[config.mk]
export PLATFORM = sky130hd
export DESIGN_NAME = joypad_port
export DESIGN_NICKNAME = d
export VERILOG_FILES = /design/src/rtl/joypad_port.sv
export SDC_FILE = /design/constraint.sdc
export NUM_CORES = 1
export LEC_CHECK = 0
export ABC_AREA = 0
export ABC_CLOCK_PERIOD_IN_PS = 2300
export BUFFER_PORTS_ARGS = -buffer_cell sky130_fd_sc_hd__clkbuf_2
export CELL_PAD_IN_SITES_DETAIL_PLACEMENT = 1
export CELL_PAD_IN_SITES_GLOBAL_PLACEMENT = 1
export CORE_MARGIN = 2
export CORE_UTILIZATION = 45
export DETAILED_ROUTE_END_ITERATION = 8
export GPL_TIMING_DRIVEN = 1
export PLACE_DENSITY = 0.76
export SLEW_MARGIN = 20
export SYNTH_ARGS = -nofsm -noshare
export SYNTH_HDL_FRONTEND = slang
export SYNTH_SLANG_ARGS = --single-unit
[constraint.sdc]
create_clock -name clk -period 2.3 [get_ports clk]
set_clock_uncertainty 0.05 [all_clocks]
set_input_delay 0.23 -clock clk [delete_from_list [all_inputs] [get_ports clk]]
set_output_delay 0.23 -clock clk [all_outputs]
set_load 0.1 [all_outputs]
[src/rtl/joypad_port.sv]
// rtl/joypad_port.sv - two-pad serial joypad scanner with $4016/$4017 CPU read port
//
// Purpose:
//   Periodically scans two serial joypads that share one latch line and one
//   shift clock. Each scan commits an 8-bit snapshot per pad. The CPU sees
//   the snapshots through the usual strobe/shift register pair at $4016/$4017.
//
// Ports:
//   clk                    system clock; all logic runs in this domain
//   rst                    asynchronous active-low reset
//   cpu_addr/din/we/re     CPU bus: address, write data, one-cycle strobes
//   dout                   combinational read data ($00 when not addressed)
//   hit                    combinational decode of $4016/$4017
//   pad_latch, pad_clk     registered latch and shift clock to both pads
//   pad_data1, pad_data2   serial pad data, active-low
//   buttons1, buttons2     committed snapshots, active-high (A,B,Sel,Start,U,D,L,R)
//   poll_done              one-cycle pulse on the cycle the snapshots update
module joypad_port #(
  parameter int LATCH_CYC = 258,
  parameter int HALF_CYC  = 129,
  parameter int POLL_CYC  = 357955
) (
  input  logic        clk,
  input  logic        rst,
  input  logic [15:0] cpu_addr,
  input  logic [7:0]  cpu_din,
  input  logic        cpu_we,
  input  logic        cpu_re,
  output logic [7:0]  dout,
  output logic        hit,
  output logic        pad_latch,
  output logic        pad_clk,
  input  logic        pad_data1,
  input  logic        pad_data2,
  output logic [7:0]  buttons1,
  output logic [7:0]  buttons2,
  output logic        poll_done
);

  localparam int CW = $clog2(POLL_CYC + 1);

  localparam logic [2:0] S_LATCH  = 3'd0;
  localparam logic [2:0] S_CLK_HI = 3'd1;
  localparam logic [2:0] S_CLK_LO = 3'd2;
  localparam logic [2:0] S_COMMIT = 3'd3;
  localparam logic [2:0] S_WAIT   = 3'd4;

  localparam logic [CW-1:0] LATCH_LAST = CW'(LATCH_CYC - 1);
  localparam logic [CW-1:0] HALF_LAST  = CW'(HALF_CYC - 1);
  localparam logic [CW-1:0] POLL_LAST  = CW'(POLL_CYC - 1);

  logic [2:0]    state;
  logic [CW-1:0] phase_cnt;
  logic [CW-1:0] poll_cnt;
  logic [2:0]    bit_idx;
  logic [7:0]    work1;
  logic [7:0]    work2;
  logic [7:0]    sh1;
  logic [7:0]    sh2;
  logic          strobe;
  logic          unused_din;

  assign unused_din = ^cpu_din[7:1];

  // state/phase_cnt/poll_cnt name the cycle that the next edge presents, so
  // the registered pad outputs are derived directly from them. This puts the
  // first pad_latch=1 on the first edge after reset is released.
  always_ff @(posedge clk or negedge rst) begin
    if (!rst) begin
      state     <= S_LATCH;
      phase_cnt <= '0;
      poll_cnt  <= '0;
      bit_idx   <= 3'd0;
      work1     <= 8'h00;
      work2     <= 8'h00;
      buttons1  <= 8'h00;
      buttons2  <= 8'h00;
      pad_latch <= 1'b0;
      pad_clk   <= 1'b0;
      poll_done <= 1'b0;
    end else begin
      pad_latch <= (state == S_LATCH);
      pad_clk   <= (state == S_CLK_HI);
      poll_done <= (state == S_COMMIT);
      poll_cnt  <= (poll_cnt == POLL_LAST) ? '0 : poll_cnt + 1'b1;

      case (state)
        S_LATCH: begin
          if (phase_cnt == LATCH_LAST) begin
            // Pads present bit 0 (A) while latched.
            work1[0]  <= ~pad_data1;
            work2[0]  <= ~pad_data2;
            state     <= S_CLK_HI;
            phase_cnt <= '0;
            bit_idx   <= 3'd1;
          end else begin
            phase_cnt <= phase_cnt + 1'b1;
          end
        end
        S_CLK_HI: begin
          if (phase_cnt == HALF_LAST) begin
            state     <= S_CLK_LO;
            phase_cnt <= '0;
          end else begin
            phase_cnt <= phase_cnt + 1'b1;
          end
        end
        S_CLK_LO: begin
          if (phase_cnt == HALF_LAST) begin
            // Data settled since the rising pad_clk; sample at the end of low.
            work1[bit_idx] <= ~pad_data1;
            work2[bit_idx] <= ~pad_data2;
            phase_cnt      <= '0;
            if (bit_idx == 3'd7) begin
              state <= S_COMMIT;
            end else begin
              state   <= S_CLK_HI;
              bit_idx <= bit_idx + 3'd1;
            end
          end else begin
            phase_cnt <= phase_cnt + 1'b1;
          end
        end
        S_COMMIT: begin
          buttons1 <= work1;
          buttons2 <= work2;
          state    <= S_WAIT;
        end
        S_WAIT: begin
          // Leave when the last cycle of the poll period is presented, so the
          // next latch lands exactly POLL_CYC cycles after the previous one.
          if (poll_cnt == POLL_LAST) begin
            state     <= S_LATCH;
            phase_cnt <= '0;
          end
        end
        default: begin
          state     <= S_LATCH;
          phase_cnt <= '0;
        end
      endcase
    end
  end

  assign hit = (cpu_addr == 16'h4016) || (cpu_addr == 16'h4017);

  always_comb begin
    dout = 8'h00;
    if (hit) begin
      dout = {7'b0100000, (cpu_addr[0] ? sh2[0] : sh1[0])};
    end
  end

  // Reload uses the pre-edge strobe and buttons values; a write never lets
  // a simultaneous read shift.
  always_ff @(posedge clk or negedge rst) begin
    if (!rst) begin
      strobe <= 1'b0;
      sh1    <= 8'h00;
      sh2    <= 8'h00;
    end else begin
      if (cpu_we && (cpu_addr == 16'h4016)) begin
        strobe <= cpu_din[0];
      end
      if (strobe) begin
        sh1 <= buttons1;
        sh2 <= buttons2;
      end else if (cpu_re && hit && !cpu_we) begin
        if (cpu_addr[0]) begin
          sh2 <= {1'b1, sh2[7:1]};
        end else begin
          sh1 <= {1'b1, sh1[7:1]};
        end
      end
    end
  end

endmodule

==> metrics list, run 1 <==
* Nature of the critical path startpoint: flip-flop
- Cell count after synthesis: 487
- Number of hold-slack violations in the final timing report: 0
- WP data required: 2510 ps
* Via count of the routed design: 3694
- After floorplanning, the core was divided into 37 placement rows.
* Number of flops mapped to enable cells by yosys: 0
- Overall die width: 107 um
* Classification of the worst setup path: reg -> reg
* Residual overflow from global routing: 0
- Clock transition at the registers of the reported paths: 90 ps
- From synthesis to final layout, the design area changed by 12.2%.
* Post-layout net count: 573
* Register area share after synthesis: 50.0%
- Power Dens Cells: 525 nW/um^2
* Unrepaired setup endpoints after global routing: false
- Worst path max stage delay: 550 ps
- The flow ran to the end, and the final reports show no timing, DRC or antenna violations.
* Clock sink count: 96
- Via count of the first global-routing pass: 3907
* Routability congestion estimate from global placement: 0.725
- The signal on the critical path passes through or4_4 > nor3_4 > a21oi_2 > buf_4 > a21o_1 > a22o_1.
* Share of async-settable or async-resettable flops after synthesis: 100%
- Data arrives at the worst endpoint at 2300 ps.
* Yosys reg bits: 96
* Global-route wire length before repair: 19100 um
- Worst path slowest cell: or4_4
- The number of buffers and inverters on the critical path is 1.
- Core box area: 10400 um^2
- After detailed routing, the average wire length per cell comes to 16.4 um.
- Maximum level of the CTS H-tree: 3
- Setup violations remaining at the end of the flow were counted as 0.
* Mapped Area: 4810 um^2
- In the post-route analysis, the smallest setup slack over all paths is 216 ps.
- In this run the tool buffered the top-level ports with 44 buffer cells.
* Layout cells sized above 1: 18.5%
- The cell sitting at the root of the clock tree is a clkbuf_8.
- Antenna Violating Nets Remaining: 0
- VDD sags by at most 216 uV.
- Worst slack, placed: 70.2 ps
* Slew Viols, Final: 0
* Effective utilization at floorplan: 46.4%
* Setup TNS after final layout: 0 ps
- Post-route minimum period: 2080 ps
- Endpoint type of the worst setup path: flip-flop
- Dividing the final minimum period by the clock period gives 90.6%.
- Synth unique cells: 55
- Wires add up to 11100 um.
- In this run the tightest slew margin relative to its limit is 54.6%.
- Across every metal layer, demand over resource in global routing totals 21.0%.
- Based on the critical path, the design can be clocked at up to 480 MHz.
* Actual slew at the worst max-slew pin: 681 ps
* DP HPWL: 8190 um
* Antenna diode instance count: 0
* Maximum number of pins on one net before global-route repair: 43
- TritonCTS clock tree: built
* DR iter-0 viols: 86
- Vias per cell: 5.46
- In this design, the largest share of critical-path delay is due to simple AND/OR/NAND/NOR gates.
- Number of detailed-routing iterations run before antenna repair: 4
- For this run, the number of Yosys warnings is 0.
- Overall die height: 107 um
- Worst-case hold slack: 44.5 ps
- Antenna violations before repair: 0
- Syn_area_per_cell: 9.87 um^2
- In this run the count of I/O pins placed on the die edge is 58.
- Most common cell after layout, fill and taps aside: dfrtp_1
- Total of max-cap violations: 0
- DIE AREA: 11500 um^2
- For this run, design rule violations remaining after detail routing come to 0.
- Among all flip-flop cells after synthesis, the most frequent one is dfrtp_1.
- The clock passes through at most 2 buffers.
- Number of buffers added by the clock tree synthesis step: 9
- Leaving out fill and tap cells, the most frequent cells in the layout are dfrtp_1, nand2_1, clkbuf_2, nor2_1, nand3_1.
- The analysis attributes to cell leakage a power of 2.73 nW.
- Worst-path fanout max: 11
- In this run the worst hold path is classified as in -> reg.
- At the later pin of the worst-skew pair, clock insertion delay measures 370 ps.
state kept, by name (all words and copies together), names as in the netlist:
signal and count:
bit_idx 3, buttons1 8, buttons2 8, pad_clk 1
pad_latch 1, phase_cnt 19, poll_cnt 19, poll_done 1
sh1 8, sh2 8, state 3, strobe 1
work1 8, work2 8
per-layer routing:
metal / share of wire, % / GRT usage, % / vias to the layer above
met5: 0 / 0 / -
met4: 1.5 / 7.42 / 0
met3: 3.1 / 3.09 / 12
met2: 52 / 37.4 / 55
met1: 44 / 25.9 / 1846
li1: - / - / 1781
synth_stat cells, types with 3 or more instances:
library cell / instances / area (um^2)
dfrtp_1: 96 / 2400
mux2_1: 14 / 158
o21ai_1: 7 / 35.0
o221ai_1: 5 / 43.8
mux2_2: 17 / 191
mux2i_1: 5 / 50.1
a31oi_1: 3 / 18.8
nand2_1: 89 / 334
o21ai_0: 16 / 80.1
a21oi_1: 7 / 35.0
nand2b_1: 3 / 18.8
buf_2: 5 / 25.0
a22o_1: 6 / 52.6
inv_1: 15 / 56.3
nor3_1: 9 / 45.0
nand3_1: 29 / 145
nor4_1: 7 / 43.8
o211ai_1: 3 / 22.5
nor3_4: 3 / 48.8
and4_1: 4 / 35.0
a21o_1: 6 / 45.0
xor2_1: 7 / 61.3
nand4_1: 7 / 43.8
nand3b_1: 6 / 45.0
ha_1: 7 / 87.6
buf_4: 7 / 52.6
and2_1: 3 / 18.8
nor2_1: 36 / 135
nor3b_1: 3 / 22.5
and3_1: 10 / 62.6
xnor2_1: 11 / 96.3
clkbuf_1: 12 / 45.0
worst register-to-register path, stage by stage, from the launching register on:
cell	delay [ps]
dfrtp_1	450
or4_4	550
nor3_4	210
a21oi_2	130
buf_4	200
a21o_1	160
a22o_1	220
logic make-up (layout without fill, tap and decap cells):
logic type	Yosys count	count (layout)	synth area share, %
buffers and inverters	43	92	4.24
muxes	36	36	8.30
and+or+nand+nor	221	221	23.2
adders and majority gates	7	7	1.82
DFF	96	96	50.0
other	1	6	0.0780
xor gates and xnor gates	18	18	3.28
AOI/OAI and AO/OA	65	65	9.16
worst paths after layout:
check | end | start | slack, ps | depth (start not counted)
setup / recovery | phase_cnt[3] | poll_cnt[7] | 220 | 6
hold / removal | strobe | cpu_din[0] | 40 | 2
setup reg to reg | phase_cnt[3] | poll_cnt[7] | 220 | 6
hold reg to reg | buttons1[6] | work1[6] | 420 | 2
max in group asynchronous | poll_cnt[5] | rst | 1240 | 3
min in group asynchronous | bit_idx[1] | rst | 350 | 2
area by class of cell:
class	count	area, um^2
flip-flops and latches	96	2400
fillers	1173	4980
clock inverters	2	13.8
repair buffers	59	350
well taps	136	170
clock buffers	14	163
multi-input cells	353	2230
inverters	17	66.3
power by group:
| part | internal (mW) | switching (mW) | total, mW |
|---|---|---|---|
| Sequential | 1.69 | 0.000198 | 1.69 |
| Clock | 0.455 | 0.576 | 1.03 |
| Combinational | 0.0233 | 0.0902 | 0.113 |
what timing repair did:
| item | 4_1_cts | 5_1_grt |
|---|---|---|
| endpoints found under the setup margin | 0 | 1 |
| endpoints found under the hold margin | 39 | 0 |
| hold buffers | 1 | 0 |
| gates resized for setup | 0 | 1 |
| setup buffers | 0 | 0 |
metrics by stage:
step                      utilization, %  std cells  power [mW]  cell area, um^2
final                               52.0        677        2.83             5390
after global routing                52.0        677        2.94             5390
after CTS                           51.9        677        2.86             5390
after detailed placement            50.1        660        1.84             5200
after global placement              50.1        660        1.83             5200
after floorplan                        -        492        1.78             4830
(Power assumes the default switching activity.)
==> run 2, diff against run 1 <==
--- a/config.mk
+++ b/config.mk
@@ -14,7 +14,7 @@
 export CORE_UTILIZATION = 45
 export DETAILED_ROUTE_END_ITERATION = 8
 export GPL_TIMING_DRIVEN = 1
-export PLACE_DENSITY = 0.76
+export PLACE_DENSITY = 0.81
 export SLEW_MARGIN = 20
 export SYNTH_ARGS = -nofsm -noshare
 export SYNTH_HDL_FRONTEND = slang
==> metrics list, run 2 (same netlist as run 1, synthesis figures left out) <==
- Run status: complete, no violations
- The measured slew at the worst slew-check pin was 685 ps (+3.79 ps).
- Number of setup buffers added after CTS: 0 (unchanged)
- Vias per cell: 5.48 (+0.45%)
- CTS root buffer: clkbuf_8
- Nature of the critical path startpoint: flip-flop
- The highest fanout seen on the critical path was 6 (-5).
* Clock sink count: 96 (unchanged)
- The routability-driven placement congestion ratio came to 0.735 (+1.3%).
- Overall fraction of global-route tracks in use: 20.5% (-0.51 points)
- Antenna violations before repair: 0 (unchanged)
- Worst-case headroom to the max-slew limit: 54.3% (-0.25 points)
- Overall routed net length: 10900 um (-2.1%)
- Layout cells sized above 1: 18.3% (-0.15 points)
- Max Freq: 486 MHz (+1.2%)
* Class of the tightest hold or removal check: in -> reg
* Via count of the routed design: 3705 (+0.30%)
* Leading registers by flop count: phase_cnt x19, poll_cnt x19
- The number of filler instances in the final layout was 1206 (+2.8%).
- Number of buffers added by the clock tree synthesis step: 9 (unchanged)
* Most common cell after layout, fill and taps aside: dfrtp_1
- The remaining global-route overflow was 0 (unchanged).
- Slew Viols, Final: 0 (unchanged)
- The final count of negative-setup-slack endpoints is 0 (unchanged).
- On the critical path the largest part of the delay comes from simple AND/OR/NAND/NOR gates.
* Highest-count cells in the layout ignoring fill and taps: dfrtp_1, nand2_1, clkbuf_2, nor2_1, nand3_1
- The number of gates resized after cts is 0 (unchanged).
- Port Buf Inserts: 44 (unchanged)
- The die outline area came to 11500 um^2 (unchanged).
* TritonCTS clock tree: built
- WP data required: 2490 ps (-20 ps)
* Via count of the first global-routing pass: 3868 (-1.0%)
* Maximum level of the CTS H-tree: 3 (unchanged)
* Overall die width: 107 um (unchanged)
- DP HPWL: 7960 um (-2.8%)
- The clock edge transition at the registers on the reported setup and hold paths came to 90 ps (about the same).
* Number of detailed-routing iterations run before antenna repair: 4 (unchanged)
- The final critical-path setup slack is 241 ps (+24.5 ps).
* Number of buffers and inverters on the critical path: 1 (unchanged)
- Number of hold-slack violations in the final timing report: 0 (unchanged)
- Arrival time worst endpoint: 2250 ps (-50 ps)
- I/O pin cnt: 58 (unchanged)
- Core box area: 10400 um^2 (unchanged)
* Share of the clock period used by the worst path: 89.5% (-1.1 points)
* Endpoint type of the worst setup path: flip-flop
* Area after DPL: 5200 um^2 (unchanged)
* Post-route minimum period: 2060 ps (-24.5 ps)
* Standard-cell row count: 37 (unchanged)
- The area growth from synthesis to layout is 12.5%.
- The flip-flop and latch area came to 2400 um^2 (unchanged).
- The antenna diode count is 0 (unchanged).
- The power per cell area is 547 nW/um^2 (+4.3%).
* Leakage power of the design: 2.74 nW (+0.44%)
- For this design, the slowest cell found on the critical path is or4_4.
* Worst slack, placed: 38.8 ps (-31.4 ps)
* Effective utilization at floorplan: 46.4% (unchanged)
- The number of violations of the max-capacitance limit is 0 (unchanged).
- The global-route wire length before repair is 18500 um (-3.3%).
* Classification of the worst setup path: reg -> reg
* Maximum number of pins on one net before global-route repair: 45 (+4.7%)
- Overall power after layout: 2.96 mW (+4.6%)
- The DRC marker count from the first detailed-route iteration is 114 (+33%).
* Peak supply drop: 297 uV (+37%)
* Overall die height: 107 um (unchanged)
- The final net count is 573 (unchanged).
- Critical path cell sequence: or4_4 > nor3_4 > a21oi_2 > nor2_8 > inv_4 > a221o_1
* Worst path max stage delay: 540 ps (about the same)
- DRC: 0 (unchanged)
* Post-Layout Inst Area: 5410 um^2 (+0.35%)
- Area used by multi-input combinational logic: 2220 um^2 (-0.28%)
- Setup TNS after final layout: 0 ps (unchanged)
* Unrepaired setup endpoints after global routing: false
- Antenna Violating Nets Remaining: 0 (unchanged)
- Post-detailed-route wirelength per cell: 16.1 um (-1.9%)
- Max Buffers Root-to-Sink: 2 (unchanged)
- The clock insertion delay at the later pin of the skew report was 360 ps (about the same).
==> run 2: layout make-up <==
class	count	area share (%)
sequential	96	44.4
multi-input combinational	353	41.0
timing repair buffer	59	6.47
tap	136	3.14
clock buffer	11	2.43
clock inverter	4	1.29
inverter	17	1.23
==> run 2: what timing repair did <==
action | in CTS | in global routing
hold buffers | 1 | 0
endpoints found under the setup margin | 0 | 0
endpoints found under the hold margin | 41 | 0
==> run 2: power by group <==
| group | total [mW] | switching (mW) | internal [mW] |
|---|---|---|---|
| sequential | 1.69 | 0.000180 | 1.69 |
| clock | 1.16 | 0.559 | 0.604 |
| combinational | 0.113 | 0.0894 | 0.0233 |
==> run 2: worst paths after layout <==
| kind | startpoint | end | slack (ps) | depth (start not counted) |
|---|---|---|---|---|
| setup / recovery | poll_cnt[7] | phase_cnt[13] | 240 | 6 |
| hold / removal | cpu_din[0] | strobe | 70 | 2 |
| setup reg to reg | poll_cnt[7] | phase_cnt[13] | 240 | 6 |
| hold reg to reg | work1[5] | buttons1[5] | 430 | 2 |
| max in group asynchronous | rst | poll_cnt[7] | 1220 | 3 |
| min in group asynchronous | rst | work1[3] | 380 | 2 |
==> run 2: through the flow <==
stage,hold slack [ps],utilization (%),cells
after floorplan,-116,-,492
after global placement,221,50.1,660
after detailed placement,228,50.1,660
after CTS,44.7,52.2,676
after global routing,62.5,52.2,676
final,66.8,52.2,676
==> run 2: metal layers <==
| layer | track usage [%] | vias to the layer above | share of wire, % |
|---|---|---|---|
| met4 | 8.52 | 0 | 1.3 |
| met3 | 2.97 | 10 | 3.1 |
| met5 | 0 | - | 0 |
| met2 | 38.2 | 63 | 54 |
| met1 | 23.3 | 1858 | 42 |
| li1 | - | 1774 | - |
